**config.mk**
```make
export PLATFORM = sky130hd
export DESIGN_NAME = mano_fetch_unit
export DESIGN_NICKNAME = d
export VERILOG_FILES = /design/src/rtl/mano_pkg.sv /design/src/rtl/mano_fetch_unit.sv
export SDC_FILE = /design/constraint.sdc
export NUM_CORES = 1
export LEC_CHECK = 0
export ABC_AREA = 1
export ABC_CLOCK_PERIOD_IN_PS = 1100
export CAP_MARGIN = 25
export CORE_MARGIN = 2
export CORE_UTILIZATION = 55
export CTS_BUF_LIST = sky130_fd_sc_hd__clkbuf_4
export DETAILED_ROUTE_END_ITERATION = 16
export DONT_BUFFER_PORTS = 1
export PLACE_DENSITY_LB_ADDON = 0.3
export SKIP_CTS_REPAIR_TIMING = 1
export SLEW_MARGIN = 20
export SYNTH_ARGS = -nofsm -noshare
export SYNTH_HDL_FRONTEND = slang
export SYNTH_SLANG_ARGS = --single-unit
export TNS_END_PERCENT = 5
```
**constraint.sdc**
```tcl
create_clock -name clk -period 1.1 [get_ports clk]
set_input_delay 0.22 -clock clk [delete_from_list [all_inputs] [get_ports clk]]
set_output_delay 0.22 -clock clk [all_outputs]
set_load 0.005 [all_outputs]
```
**src/rtl/mano_pkg.sv**
```systemverilog
// Shared constants for the Mano basic computer: widths, fetch-state encoding
// and instruction field positions.
package mano_pkg;

  localparam int MANO_ADDR_W = 12;
  localparam int MANO_DATA_W = 16;

  // Encoding order is visible on t_state, so it must not be reordered.
  typedef enum logic [1:0] {
    T0_ADDR   = 2'd0,
    T1_READ   = 2'd1,
    T2_DECODE = 2'd2,
    HALTED    = 2'd3
  } fetch_state_e;

  localparam int OPC_MSB = 14;
  localparam int OPC_LSB = 12;
  localparam int I_BIT   = 15;

  localparam logic [2:0] OPC_REG_IO = 3'b111;

endpackage

```
**src/rtl/mano_fetch_unit.sv**
```systemverilog
// T0/T1/T2 fetch-decode sequencer: AR<-PC, IR<-M[AR] with PC increment,
// then decode and hand the instruction to execute via valid/ready.
module mano_fetch_unit
  import mano_pkg::*;
#(
  parameter int ADDR_W = MANO_ADDR_W,
  parameter int DATA_W = MANO_DATA_W,
  parameter int CNT_W  = 16
) (
  input  logic              clk,
  input  logic              reset,
  input  logic [ADDR_W-1:0] pc_addr,
  output logic              pc_inc,
  input  logic              halt,
  input  logic              flush,
  output logic              mem_rd,
  output logic [ADDR_W-1:0] mem_addr,
  input  logic              mem_ack,
  input  logic [DATA_W-1:0] mem_rdata,
  output logic              instr_valid,
  input  logic              instr_ready,
  output logic [DATA_W-1:0] ir,
  output logic [2:0]        opcode,
  output logic              indirect,
  output logic [1:0]        t_state,
  output logic [CNT_W-1:0]  fetch_count
);

  fetch_state_e r_state;
  fetch_state_e w_next;

  logic [ADDR_W-1:0] r_ar;
  logic [DATA_W-1:0] r_ir;
  logic              r_i;
  logic [CNT_W-1:0]  r_fetch_count;

  logic w_pc_inc;
  logic w_mem_rd;
  logic w_valid;
  logic w_ld_ar;
  logic w_hs;

  always_ff @(posedge clk or negedge reset) begin
    if (!reset) r_state <= T0_ADDR;
    else        r_state <= w_next;
  end

  // flush outranks everything; in T2 it still lets a coincident ready retire.
  always_comb begin
    w_next   = r_state;
    w_pc_inc = 1'b0;
    w_mem_rd = 1'b0;
    w_valid  = 1'b0;
    w_ld_ar  = 1'b0;
    w_hs     = 1'b0;
    case (r_state)
      T0_ADDR: begin
        if (flush)     w_next = T0_ADDR;
        else if (halt) w_next = HALTED;
        else begin
          w_ld_ar = 1'b1;
          w_next  = T1_READ;
        end
      end
      T1_READ: begin
        w_mem_rd = 1'b1;
        if (flush) w_next = T0_ADDR;
        else if (mem_ack) begin
          w_pc_inc = 1'b1;
          w_next   = T2_DECODE;
        end
      end
      T2_DECODE: begin
        w_valid = 1'b1;
        w_hs    = instr_ready;
        if (flush || instr_ready) w_next = T0_ADDR;
      end
      HALTED: begin
        if (flush || !halt) w_next = T0_ADDR;
      end
      default: w_next = T0_ADDR;
    endcase
  end

  // I and AR decode straight from the incoming word on the T1->T2 edge,
  // so they are valid together with IR in the first T2 cycle.
  always_ff @(posedge clk or negedge reset) begin
    if (!reset) begin
      r_ar <= '0;
      r_ir <= '0;
      r_i  <= 1'b0;
    end else if (w_ld_ar) begin
      r_ar <= pc_addr;
    end else if (w_pc_inc) begin
      r_ir <= mem_rdata;
      r_i  <= mem_rdata[I_BIT];
      r_ar <= mem_rdata[ADDR_W-1:0];
    end
  end

  always_ff @(posedge clk or negedge reset) begin
    if (!reset)    r_fetch_count <= '0;
    else if (w_hs) r_fetch_count <= r_fetch_count + 1'b1;
  end

  assign pc_inc      = w_pc_inc;
  assign mem_rd      = w_mem_rd;
  assign mem_addr    = r_ar;
  assign instr_valid = w_valid;
  assign ir          = r_ir;
  assign opcode      = r_ir[OPC_MSB:OPC_LSB];
  assign indirect    = r_i;
  assign t_state     = r_state;
  assign fetch_count = r_fetch_count;

endmodule

```
==> PnR_summary.wiki, run 1 <==
{| class="wikitable"
! Metric !! Value
|-
| DRT Wirelength || 5.36 mm
|-
| Peak supply drop || 1.28 mV
|-
| Floorplan die area || 4540 um^2
|-
| Data required time of the worst path || 0.88 ns
|-
| Run status || finished, violations left
|-
| Fraction of layout instances using a drive strength above 1 || 23.5%
|-
| Arr. time, crit path || 1.21 ns
|-
| Top fanout value on the critical path || 5
|-
| Area share of fa/ha/maj cells after synthesis || 0.566%
|-
| Layout Skew || 0.0114 ns
|-
| DRT Pass-1 Iters || 4
|-
| Number of CTS-inserted buffers || 5
|-
| Final clock period utilization by the worst path || 130%
|-
| Worst r2r src || t_state[0]
|-
| Initial core utilization || 56.0%
|-
| DRC violations left || 0
|-
| # IOs || 87
|-
| Global-route wire length before repair || 7.52 mm
|-
| RR Endpoint || fetch_count[12]
|-
| Most used DFF post-synth || sky130_fd_sc_hd__dfrtp_1
|-
| Vias after detailed routing || 1938
|-
| Vias in the first global route || 1669
|-
| Min Hold Slack || -0.474 ns
|-
| Capturing element type of the critical path || output pin
|-
| Synth Area in XOR/XNOR || 2.72%
|-
| Count of nets left with antenna violations after detail routing || 0
|-
| CP cell instances || inv_2 -> nor2_4 -> nand3_4 -> clkinv_8
|-
| LEAKAGE || 1.50 nW
|-
| Total instance count after detailed placement || 325
|-
| Actual transition at the worst max-transition pin || 0.250 ns
|-
| Number of storage elements in the synthesis netlist || 46
|-
| Fmax || 698 MHz
|-
| WL/cell || 14.7 um
|-
| Area grow syn2layout || 30.5%
|-
| Number of sinks driven by the clock tree || 46
|-
| Instance count of the mapped netlist || 258
|-
| Final Worst Setup Slack || -0.332 ns
|-
| Worst r2r path cells || 7
|-
| GRT Total Usage || 22.4%
|-
| Maximum number of pins on one net before global-route repair || 47
|-
| Number of distinct library cell variants in the gate-level netlist after synthesis || 27
|-
| Total core area || 3940 um^2
|-
| CTS tree || done
|-
| Row count || 23
|-
| Buffer levels on the longest clock path || 2
|-
| Number of setup violations in the final report || 64
|-
| Final count of pins violating max slew || 0
|-
| Mux share of post-synthesis cell area || 0%
|-
| Top post-synthesis cells by count || sky130_fd_sc_hd__nand2_1 (107), sky130_fd_sc_hd__dfrtp_1 (46), sky130_fd_sc_hd__nand3_1 (28)
|-
| Post-route standard cell area excluding fillers || 2880 um^2
|-
| Worst-case setup slack after placement || -0.118 ns
|-
| Highest-delay cell along the critical path || sky130_fd_sc_hd__dfrtp_1
|-
| Failing checks || negative hold slack, negative setup slack
|-
| Clock-pin slew of the registers on the worst-case setup and hold paths || 0.14 ns
|-
| Critical path startpoint category || flip-flop
|-
| Setup TNS || -7.55 ns
|-
| Number of endpoints with negative hold slack in the final report || 46
|-
| Count of warnings emitted by yosys || 0
|-
| Relative slew margins || 83.2%
|-
| Fraction of registers with async set or reset after synthesis || 100%
|-
| Root buf cell || sky130_fd_sc_hd__clkbuf_4
|-
| Share of the core filled with cells in the final layout || 73.1%
|-
| Placed Instance Area || 2410 um^2
|-
| Port Buf Inserts || 0
|-
| RSZ-0062 raised after global routing || true
|-
| Setup slack, reg-to-reg || -0.19 ns
|-
| Largest stage delay on the critical path || 0.41 ns
|-
| Post-layout minimum cycle time || 1.43 ns
|-
| Detailed placer's ending HPWL || 3.34 mm
|-
| Vias per Instance || 5.31
|-
| Remaining global-route overflow || 0
|-
| Overall power consumption || 5.20 mW
|-
| Main combinational cell family by area after synthesis || simple AND/OR/NAND/NOR gates
|-
| Fin cells || 365
|-
| Post-synthesis simple-gate area fraction || 36.2%
|-
| Startpoint-to-endpoint class of the critical path || reg2out
|-
| Min-delay worst type || in2async
|-
| Syn Std Cell Area || 2210 um^2
|-
| Synth Area in Compound Gates || 0.793%
|-
| Cell with the most instances after synthesis || sky130_fd_sc_hd__nand2_1
|-
| Number of nets in the synthesized netlist || 293
|-
| Vertical extent of the die || 67.4 um
|-
| Clock latency on the worst-skew pair || 0.36 ns
|-
| Proportion of synthesized chip area in sequential cells || 52.1%
|-
| H-tree depth || 2
|-
| Fraction of post-synthesis cell area in the top cell type by area || 52.1%
|-
| Reported max-cap violation count || 0
|-
| Initial antenna violation count || 0
|-
| Cells taking the most area after synthesis || sky130_fd_sc_hd__dfrtp_1 (52%), sky130_fd_sc_hd__nand2_1 (18%), sky130_fd_sc_hd__nand3_1 (6.3%)
|-
| Diode insertion count for antenna repair || 0
|-
| Routability Congestion || 0.788
|-
| Ratio of total power to cell area || 1800 nW/um^2
|-
| Largest area contributor in the synthesized netlist || sky130_fd_sc_hd__dfrtp_1
|-
| Final net count || 349
|-
| Filler cell count || 299
|-
| Avg Synthesized Cell Area || 8.56 um^2
|-
| Die width || 67.4 um
|-
| Number of DRC markers in iteration 0 || 137
|-
| Number of synthesized flops with an enable pin || 0
|}
## how the worst max path moves through the flow
| stage | startpoint | endpoint | cells past startpoint |
|---|---|---|---|
| floorplan | t_state[0] | mem_addr[10] | 7 |
| global placement | t_state[0] | fetch_count[6] | 5 |
| detailed placement | t_state[0] | fetch_count[6] | 5 |
| CTS | t_state[1] | pc_inc | 3 |
| global route | t_state[0] | pc_inc | 4 |
| finish | t_state[0] | pc_inc | 4 |
## flip-flops by register name, indices dropped and copies added, names as in the netlist
register,flops
mem_addr,12
ir,15
t_state,2
indirect,1
fetch_count,16
## cells by family (layout without fill, tap and decap cells)
| family | after synthesis | in the layout |
|---|---|---|
| xor gates and xnor gates | 6 | 6 |
| buffers and inverters | 31 | 88 |
| adders and majority gates | 1 | 1 |
| DFF | 46 | 46 |
| and+or+nand+nor | 171 | 171 |
| AOI/OAI and AO/OA | 3 | 3 |
## placed cells by master (no fill, tap or decap), types with 2 or more instances in the layout
cell | synthesis | final
sky130_fd_sc_hd__dlygate4sd3_1 | 0 | 25
sky130_fd_sc_hd__dfrtp_1 | 46 | 41
sky130_fd_sc_hd__xnor2_1 | 2 | 2
sky130_fd_sc_hd__nand2_1 | 107 | 101
sky130_fd_sc_hd__nand3_4 | 2 | 2
sky130_fd_sc_hd__dfrtp_2 | 0 | 5
sky130_fd_sc_hd__nand3_2 | 4 | 6
sky130_fd_sc_hd__inv_1 | 17 | 16
sky130_fd_sc_hd__xor2_1 | 3 | 3
sky130_fd_sc_hd__nand4_1 | 5 | 5
sky130_fd_sc_hd__nor2_2 | 1 | 3
sky130_fd_sc_hd__buf_4 | 5 | 13
sky130_fd_sc_hd__inv_6 | 0 | 2
sky130_fd_sc_hd__clkbuf_4 | 0 | 5
sky130_fd_sc_hd__buf_6 | 4 | 18
sky130_fd_sc_hd__nor2_1 | 15 | 13
sky130_fd_sc_hd__nand3_1 | 28 | 26
sky130_fd_sc_hd__inv_2 | 3 | 4
sky130_fd_sc_hd__nand2_2 | 1 | 6
sky130_fd_sc_hd__nand3b_1 | 4 | 4
## layer usage
metal / vias to the layer above / wire [um] / GRT usage, %
met2: 72 / 2660 / 37.9
met4: 0 / 123 / 6.63
met3: 12 / 330 / 6.67
li1: 927 / - / -
met5: - / 0 / 0
met1: 927 / 2250 / 27.8
## area by class of cell
cell class	instances	area [um^2]	share of cell area, %
timing repair inverter	2	17.5	0.608
timing repair buffer	57	571	19.8
clock inverter	3	21.3	0.738
clock buffer	5	37.5	1.30
sequential	46	1160	40.1
inverter	21	91.3	3.17
tap	50	62.6	2.17
multi-input combinational	181	925	32.1
## power breakdown
group | leakage [nW] | switching, mW | internal, mW | total [mW]
combinational | 0.883 | 0.726 | 0.814 | 1.54
sequential | 0.583 | 0.575 | 2.27 | 2.85
clock | 0.0312 | 0.567 | 0.250 | 0.816
total | 1.50 | 1.87 | 3.33 | 5.20
## worst max-delay path: cells and delay by family (launching register included)
| family | cells | cell delay (ns) |
|---|---|---|
| and+or+nand+nor | 2 | 0.27 |
| buffers and inverters | 2 | 0.16 |
| DFF | 1 | 0.41 |
Note: power is estimated with default switching activity, not from simulation.
==> run 2, diff against run 1 <==
--- a/config.mk
+++ b/config.mk
@@ -14,6 +14,7 @@
 export DETAILED_ROUTE_END_ITERATION = 16
 export DONT_BUFFER_PORTS = 1
 export PLACE_DENSITY_LB_ADDON = 0.3
+export REMOVE_ABC_BUFFERS = 1
 export SKIP_CTS_REPAIR_TIMING = 1
 export SLEW_MARGIN = 20
 export SYNTH_ARGS = -nofsm -noshare
==> PnR_summary.wiki, run 2 (synthesized netlist as in run 1, its figures left out) <==
{| class="wikitable"
! Metric !! Value
|-
| Most frequent cells in the layout || sky130_fd_sc_hd__nand2_1 (106), sky130_fd_sc_hd__dfrtp_1 (42), sky130_fd_sc_hd__nand3_1 (28)
|-
| Diode insertion count for antenna repair || 0 (unchanged)
|-
| Initial core utilization || 56.0% (unchanged)
|-
| Filler cell count || 287 (-4.0%)
|-
| RR Endpoint || mem_addr[6]
|-
| Die width || 67.4 um (unchanged)
|-
| Port Buf Inserts || 0 (unchanged)
|-
| Actual transition at the worst max-transition pin || 0.221 ns (-0.0296 ns)
|-
| Startpoint-to-endpoint class of the critical path || reg2out
|-
| Buffer levels on the longest clock path || 2 (unchanged)
|-
| Number of CTS-inserted buffers || 5 (unchanged)
|-
| Largest stage delay on the critical path || 0.46 ns (+0.05 ns)
|-
| WL/cell || 14.6 um (-0.51%)
|-
| Setup slack, reg-to-reg || -0.27 ns (-0.08 ns)
|-
| Capturing element type of the critical path || output pin
|-
| DRT Pass-1 Iters || 4 (unchanged)
|-
| Vias after detailed routing || 1896 (-2.2%)
|-
| Relative slew margins || 85.3% (+2.0 points)
|-
| Number of DRC markers in iteration 0 || 86 (-37%)
|-
| Worst r2r path cells || 6 (-1)
|-
| Fmax || 707 MHz (+1.3%)
|-
| Fin cells || 359 (-1.6%)
|-
| Final count of pins violating max slew || 0 (unchanged)
|-
| Clock-pin slew of the registers on the worst-case setup and hold paths || 0.14 ns (about the same)
|-
| Clock latency on the worst-skew pair || 0.35 ns (about the same)
|-
| Fraction of layout instances using a drive strength above 1 || 21.7% (-1.8 points)
|-
| DRT Wirelength || 5.25 mm (-2.1%)
|-
| Total instance count after detailed placement || 326 (+0.31%)
|-
| Remaining global-route overflow || 0 (unchanged)
|-
| Reported max-cap violation count || 0 (unchanged)
|-
| Worst-case setup slack after placement || -0.134 ns (-0.0168 ns)
|-
| Run status || finished, violations left
|-
| Final Worst Setup Slack || -0.314 ns (+0.0185 ns)
|-
| Failing checks || negative hold slack, negative setup slack
|-
| Vias per Instance || 5.28 (-0.53%)
|-
| Total core area || 3940 um^2 (unchanged)
|-
| Arr. time, crit path || 1.19 ns (-0.02 ns)
|-
| Critical path startpoint category || flip-flop
|-
| Number of endpoints with negative hold slack in the final report || 46 (unchanged)
|-
| Maximum number of pins on one net before global-route repair || 47 (unchanged)
|-
| Vertical extent of the die || 67.4 um (unchanged)
|-
| Min Hold Slack || -0.460 ns (+0.0141 ns)
|-
| Min-delay worst type || in2async
|-
| Worst path top cell family by delay || flip-flops
|-
| Worst r2r src || t_state[1]
|-
| Routability Congestion || 0.818 (+3.9%)
|-
| Area grow syn2layout || 27.9%
|-
| Most common cell after layout, fill and taps aside || sky130_fd_sc_hd__nand2_1
|-
| Data required time of the worst path || 0.88 ns (about the same)
|-
| Number of flip-flops in the largest register || 16 (unchanged)
|-
| Number of sinks driven by the clock tree || 46 (unchanged)
|-
| Peak supply drop || 1.29 mV (+0.80%)
|-
| Initial antenna violation count || 0 (unchanged)
|-
| Post-layout minimum cycle time || 1.41 ns (-0.0185 ns)
|-
| LEAKAGE || 1.49 nW (-0.81%)
|-
| RSZ-0062 raised after global routing || true
|-
| GRT Total Usage || 23.1% (+0.72 points)
|-
| Final clock period utilization by the worst path || 129% (-1.7 points)
|-
| Floorplan die area || 4540 um^2 (unchanged)
|-
| Global-route wire length before repair || 7.89 mm (+4.9%)
|-
| H-tree depth || 2 (unchanged)
|-
| Top fanout value on the critical path || 9 (+4)
|-
| DRC violations left || 0 (unchanged)
|-
| Root buf cell || sky130_fd_sc_hd__clkbuf_4
|-
| Overall power consumption || 5.53 mW (+6.3%)
|-
| Count of nets left with antenna violations after detail routing || 0 (unchanged)
|-
| Layout Skew || 0.00862 ns (-0.00282 ns)
|-
| CP cell instances || nor2_4 -> nand3_4 -> clkinv_8
|-
| Detailed placer's ending HPWL || 3.51 mm (+5.2%)
|-
| Highest-delay cell along the critical path || sky130_fd_sc_hd__dfrtp_2
|-
| Ratio of total power to cell area || 1960 nW/um^2 (+8.5%)
|-
| Final net count || 343 (-1.7%)
|-
| Number of setup violations in the final report || 62 (-3.1%)
|-
| Buf/Inv on CP || 1 (-1)
|-
| CTS tree || done
|-
| Row count || 23 (unchanged)
|-
| # IOs || 87 (unchanged)
|-
| Setup TNS || -9.46 ns (-1.90 ns)
|-
| Vias in the first global route || 1780 (+6.7%)
|}
[run 2: cell count changes in the layout (fill, tap and decap cells not counted), moves of 2 or more]
| cell | before | now |
|---|---|---|
| sky130_fd_sc_hd__dlygate4sd3_1 | 25 | 21 |
| sky130_fd_sc_hd__nand2_1 | 101 | 106 |
| sky130_fd_sc_hd__bufinv_16 | 0 | 2 |
| sky130_fd_sc_hd__nand2_2 | 6 | 2 |
| sky130_fd_sc_hd__nand3_2 | 6 | 4 |
| sky130_fd_sc_hd__buf_4 | 13 | 20 |
| sky130_fd_sc_hd__buf_6 | 18 | 10 |
| sky130_fd_sc_hd__nor2_2 | 3 | 6 |
| sky130_fd_sc_hd__nand3_1 | 26 | 28 |
| sky130_fd_sc_hd__nor2_1 | 13 | 9 |
[run 2: how the worst max path moves through the flow]
stage                endpoint  depth (start not counted)           start
2_1_floorplan     mem_addr[0]                          5      t_state[1]
3_3_place_gp   fetch_count[6]                          5  fetch_count[0]
3_5_place_dp   fetch_count[6]                          5  fetch_count[0]
4_1_cts                pc_inc                          3      t_state[1]
5_1_grt                pc_inc                          4      t_state[0]
6_report               pc_inc                          3      t_state[1]
[run 2: layout make-up]
cell class | count | area, um^2 | share of cell area (%)
Clock buffer | 5 | 37.5 | 1.33
Clock inverter | 3 | 63.8 | 2.26
Inverter | 21 | 91.3 | 3.23
Multi-Input combinational cell | 181 | 912 | 32.3
Sequential cell | 46 | 1160 | 40.9
Tap cell | 50 | 62.6 | 2.21
Timing Repair Buffer | 52 | 493 | 17.4
Timing Repair inverter | 1 | 8.76 | 0.310
[run 2: stage by stage]
stage | cell area, um^2 | utilization, %
2_1_floorplan | 2120 | -
3_3_place_gp | 2410 | 61.1
3_5_place_dp | 2410 | 61.1
4_1_cts | 2510 | 63.6
5_1_grt | 2830 | 71.7
6_report | 2830 | 71.7
[run 2: power breakdown]
group	switching [mW]	leakage, nW	internal [mW]	total, mW
registers	0.544	0.585	2.28	2.82
logic	0.726	0.847	0.741	1.47
clock network	0.544	0.0528	0.701	1.24
[run 2: per-layer routing]
| layer | up-vias | global-route usage (%) | routed length, um |
|---|---|---|---|
| met4 | 0 | 6.63 | 69 |
| li1 | 910 | - | - |
| met3 | 8 | 7.67 | 349 |
| met1 | 904 | 28.8 | 2020 |
| met2 | 74 | 38.5 | 2800 |
| met5 | - | 0 | 0 |
